==> src/rtl/sipo_word_loader_pkg.sv <==
// Shared types and sizing helpers for sipo_word_loader.
// SIPO_WORD_LOADER_PARITY_EN adds one even-parity bit to every serial frame.
package sipo_word_loader_pkg;

  typedef enum logic {
    COLLECT = 1'b0,
    FULL    = 1'b1
  } state_e;

  // Bit counter must reach WIDTH (the parity beat), so size for WIDTH+2 values.
  function automatic int cnt_w(input int width);
    return $clog2(width + 2);
  endfunction

`ifdef SIPO_WORD_LOADER_PARITY_EN
  localparam int PAR_EXT = 1;
`else
  localparam int PAR_EXT = 0;
`endif

endpackage

==> src/rtl/sipo_word_loader.sv <==
// Serial valid/ready bit stream to WIDTH-bit word, with a one-cycle load strobe for a PIPO.
// Define SIPO_WORD_LOADER_PARITY_EN to append an even-parity bit to each frame.
module sipo_word_loader
  import sipo_word_loader_pkg::*;
#(
  parameter int WIDTH     = 4,
  parameter int MSB_FIRST = 1
) (
  input  logic             clk_i,
  input  logic             rst_n_i,
  input  logic             ser_valid_i,
  input  logic             ser_data_i,
  output logic             ser_ready_o,
  input  logic             hold_i,
  input  logic             clear_i,
  output logic [WIDTH-1:0] data_o,
  output logic             load_o,
  output logic             busy_o,
  output logic             parity_err_o
);

  localparam int            CW       = cnt_w(WIDTH);
  localparam int            FRAME    = WIDTH + PAR_EXT;
  localparam logic [CW-1:0] LAST_CNT = CW'(FRAME - 1);

  if (WIDTH < 2 || WIDTH > 32) begin : g_bad_width
    $error("sipo_word_loader: WIDTH must be in 2..32");
  end

  state_e           state_q, state_d;
  logic [CW-1:0]    cnt_q, cnt_d;
  logic [WIDTH-1:0] sr_q, sr_d;
  logic [WIDTH-1:0] data_q, data_d;
  logic [WIDTH-1:0] sr_shift;
  logic             ready;
  logic             load;
  logic             beat;

`ifdef SIPO_WORD_LOADER_PARITY_EN
  logic             par_q, par_d;
  logic             perr_q, perr_d;
`endif

  // State register
  always_ff @(posedge clk_i or negedge rst_n_i) begin
    if (!rst_n_i) begin
      state_q <= COLLECT;
      cnt_q   <= '0;
      sr_q    <= '0;
      data_q  <= '0;
`ifdef SIPO_WORD_LOADER_PARITY_EN
      par_q   <= 1'b0;
      perr_q  <= 1'b0;
`endif
    end else begin
      state_q <= state_d;
      cnt_q   <= cnt_d;
      sr_q    <= sr_d;
      data_q  <= data_d;
`ifdef SIPO_WORD_LOADER_PARITY_EN
      par_q   <= par_d;
      perr_q  <= perr_d;
`endif
    end
  end

  // Incoming bit enters at the LSB end for MSB-first, at the MSB end otherwise.
  always_comb begin
    if (MSB_FIRST != 0) begin
      sr_shift = {sr_q[WIDTH-2:0], ser_data_i};
    end else begin
      sr_shift = {ser_data_i, sr_q[WIDTH-1:1]};
    end
  end

  assign beat = ser_valid_i & ready;

  // Next-state logic
  always_comb begin
    state_d = state_q;
    cnt_d   = cnt_q;
    sr_d    = sr_q;
    data_d  = data_q;
`ifdef SIPO_WORD_LOADER_PARITY_EN
    par_d   = par_q;
    perr_d  = 1'b0;
`endif
    if (clear_i) begin
      state_d = COLLECT;
      cnt_d   = '0;
`ifdef SIPO_WORD_LOADER_PARITY_EN
      par_d   = 1'b0;
`endif
    end else begin
      if (load) begin
        state_d = COLLECT;
      end
      // A beat in the load cycle is bit 0 of the next word; count is already 0 in FULL.
      if (beat) begin
        if (cnt_q == LAST_CNT) begin
          cnt_d = '0;
`ifdef SIPO_WORD_LOADER_PARITY_EN
          par_d = 1'b0;
          if (ser_data_i == par_q) begin
            data_d  = sr_q;
            state_d = FULL;
          end else begin
            perr_d  = 1'b1;
          end
`else
          sr_d    = sr_shift;
          data_d  = sr_shift;
          state_d = FULL;
`endif
        end else begin
          cnt_d = cnt_q + 1'b1;
          sr_d  = sr_shift;
`ifdef SIPO_WORD_LOADER_PARITY_EN
          par_d = par_q ^ ser_data_i;
`endif
        end
      end
    end
  end

  // Output logic; ready is gated by reset so nothing is taken while rst_n_i is low.
  always_comb begin
    ready = 1'b0;
    load  = 1'b0;
    if (rst_n_i && !clear_i) begin
      if (state_q == COLLECT) begin
        ready = 1'b1;
      end else begin
        ready = ~hold_i;
        load  = ~hold_i;
      end
    end
  end

  assign ser_ready_o = ready;
  assign load_o      = load;
  assign data_o      = data_q;
  assign busy_o      = (cnt_q != '0) | (state_q == FULL);

`ifdef SIPO_WORD_LOADER_PARITY_EN
  assign parity_err_o = perr_q;
`else
  assign parity_err_o = 1'b0;
`endif

endmodule
==> config.mk <==
export PLATFORM = sky130hd
export DESIGN_NAME = sipo_word_loader
export DESIGN_NICKNAME = d
export VERILOG_FILES = /design/src/rtl/sipo_word_loader_pkg.sv /design/src/rtl/sipo_word_loader.sv
export SDC_FILE = /design/constraint.sdc
export NUM_CORES = 1
export LEC_CHECK = 0
export CORE_MARGIN = 2
export CORE_UTILIZATION = 41
export DETAILED_ROUTE_END_ITERATION = 10
export GPL_ROUTABILITY_DRIVEN = 0
export GPL_TIMING_DRIVEN = 0
export HOLD_SLACK_MARGIN = 0.1
export PLACE_DENSITY = 0.82
export SYNTH_ARGS = -nofsm -noshare
export SYNTH_HDL_FRONTEND = slang
export SYNTH_SLANG_ARGS = --single-unit
==> constraint.sdc <==
create_clock -name clk_i -period 1.3 [get_ports clk_i]
set_input_delay 0.13 -clock clk_i [delete_from_list [all_inputs] [get_ports clk_i]]
set_output_delay 0.13 -clock clk_i [all_outputs]
set_load 0.03 [all_outputs]
==> flow_summary.yaml <==
run_status:
  status: "complete, but fails checks"
  violations: "setup timing"
synthesis:
  yosys.area.top_type: "dfrtp_1"
  syn-num-nets: 55
  netlist_area_um2: 562
  ys_async_sr_fraction: 1.00
  synth_xor_area_frac: 0
  muxShareOfSynthArea: 0.140
  syn_area_per_cell_um2: 12.0
  synth_adder_area_share: 0.0445
  synth_top_family_by_area: "simple AND/OR/NAND/NOR gates"
  synth.area.top_cells: "dfrtp_1, mux2_1, mux2_2"
  yosysSeqAreaShare: 0.490
  syn_inst: 47
  synth_simple_gate_area_share: 0.171
  synth_top_area_share: 0.490
  synth-compound-area-share: 0.0869
  synth_common_cells: "dfrtp_1, inv_1, mux2_1, mux2_2"
  yosysMostFrequentCell: "dfrtp_1"
  synth_flop_cell: "dfrtp_1"
  yosysUniqueCellTypes: 20
  yosysWarnings: 0
  synth-edff-count: 0
  ys_ff_latch: 11
cts:
  cts_tree: "built"
  insertion_delay_ps: 270
  cts_sinks: 11
  cts_root_buf: "clkbuf_4"
  cts_buffers: 3
  clk_pin_slew_ps: 70
  htreeDepth: 1
  cts.path.max_buffers: 2
hold_path:
  hold_depth: 2
  hp-start: "clear_i"
  holdCritPathClass: "in2reg"
die:
  start_util: 0.437
  die_w_um: 41.0
  num_rows: 13
  ios: 14
  die_area_um2: 1680
  die_y_um: 41.0
  core_um2: 1280
placed_design:
  placed_area_um2: 701
  detailed_place_hpwl_um: 721
  io_buffers: 12
cells_and_area:
  syn2layout_area_growth_pct: 36.1
  drive_above_1_share: 0.382
  final_area_um2: 764
  fillers: 110
  final_nets: 77
  antenna_cells: 0
job:
  maxCapViolCount: 0
worst_setup_path:
  cp_data_arrival_time_ps: 1500
  worstPathRequired_ps: 1450
  end_kind: "register"
  crit_type: "reg2reg"
  r2r.worst_path.cells: 4
  start_kind: "register"
  worstSetupStartpoint: "cnt_q[1]$_DFFE_PN0P_"
  cp_max_fo: 5
  r2r-start: "cnt_q[1]$_DFFE_PN0P_"
sta:
  skew_ps: 3.77
  tightestPinTransition_ps: 508
  finalSetupViolCount: 4
  setup_tns_ps: -172
  hold_viol: 0
  period_needed_ps: 1350
  finalMaxSlewViolations: 0
  finalCritPeriodShare: 1.04
  slew-limit-headroom: 0.660
  rsz0062_at_grt: "yes"
  fin_ws_ps: -48.0
  fmax_mhz: 742
detailed_routing:
  vias_per_cell: 5.08
  drcViolationCount: 0
  m1WireLength_um: 467
  wl_met3_um: 46
  drt-wirelength-per-cell_um: 12.9
  ant_nets: 0
  drt_pass1_iterations: 4
  wirelength_um: 1070
  wl_met2_um: 542
  top_layer: "met4"
  drt_iter0_markers: 5
  vias: 422
global_routing:
  grt_max_degree: 12
  grt_usage: 0.158
  grt_pass1_vias: 385
  gr-total-overflow: 0
  grt_pass1_wl_um: 1610
  antenna_found_initial: 0
power_and_ir_drop:
  pwr_density_cell_nw_per_um2: 1010
  leakagePower_nw: 0.386
  p_total_uw: 770
  ir_drop_mv: 0.677
worst max-delay path, stage by stage, from the launching register on:
cell and delay (ps):
dfrtp_1 370, ha_2 190, nor2b_4 170, nand4_4 160, mux2_1 350
metrics by stage:
stage,setup WS [ps],hold WS (ps),std cells,utilization
3_3_place_gp,-1040,468,74,0.545
2_1_floorplan,4.82,-166,47,-
5_1_grt,-130,115,83,0.595
6_report,-48.0,109,83,0.595
4_1_cts,-52.6,282,83,0.596
3_5_place_dp,-1080,479,74,0.545
worst paths after layout:
| path | to | slack (ps) |
|---|---|---|
| min reg2reg | data_o[0]$_DFFE_PN0P_ | 500 |
| max | data_o[0]$_DFFE_PN0P_ | -50 |
| max reg2reg | data_o[0]$_DFFE_PN0P_ | -50 |
| min | cnt_q[2]$_DFFE_PN0P_ | 110 |
| min in group asynchronous | sr_q[0]$_DFFE_PN0P_ | 410 |
| max in group asynchronous | cnt_q[0]$_DFFE_PN0P_ | 540 |
cells in the final DEF (no fill, tap or decap), types with 2 or more instances in the layout:
master / instances
inv_1: 7
nand2_1: 2
mux2_4: 3
o21ai_0: 2
nor2b_4: 2
dlygate4sd2_1: 4
buf_4: 7
clkdlybuf4s50_1: 3
dfrtp_1: 11
mux2_2: 3
o311ai_0: 2
clkbuf_4: 3
sequential cells by signal, indices dropped and copies added, names as in the netlist:
name and flops:
sr_q 3, cnt_q 3, data_o 4, state_q 1
where the power goes:
group	total, mW	switching [mW]	internal [mW]
Sequential	0.403	0.0246	0.379
Clock	0.231	0.113	0.119
Combinational	0.135	0.0654	0.0694
per-layer routing:
| metal | GRT usage | up-vias |
|---|---|---|
| met3 | 0.0543 | 2 |
| met1 | 0.191 | 208 |
| met2 | 0.250 | 11 |
| li1 | - | 201 |
| met4 | 0.0750 | 0 |
| met5 | 0 | - |
logic make-up after synthesis:
logic type               after synthesis
AO/OA/AOI/OAI                          7
adder cells (fa/ha/maj)                2
buffers and inverters                  8
flip-flops                            11
multiplexers                           7
other                                  1
AND/OR/NAND/NOR                       11
repair_timing:
item                                    4_1_cts  5_1_grt
pin swaps                                     2        0
endpoints found under the setup margin       18        8
buffers inserted                              4        0
hold endpoints to repair                     11        0
resized for setup                            34        3
hold buffers                                  1        0
cell type report:
type	count	area [µm²]	share of cell area
Buffer	1	7.51	0.00982
Clock buffer	4	26.3	0.0344
Inverter	7	26.3	0.0344
Multi-Input combinational cell	28	269	0.352
Sequential cell	11	275	0.360
Tap cell	15	18.8	0.0245
Timing Repair Buffer	17	141	0.185
No activity file was read; power rests on OpenSTA's default activity.
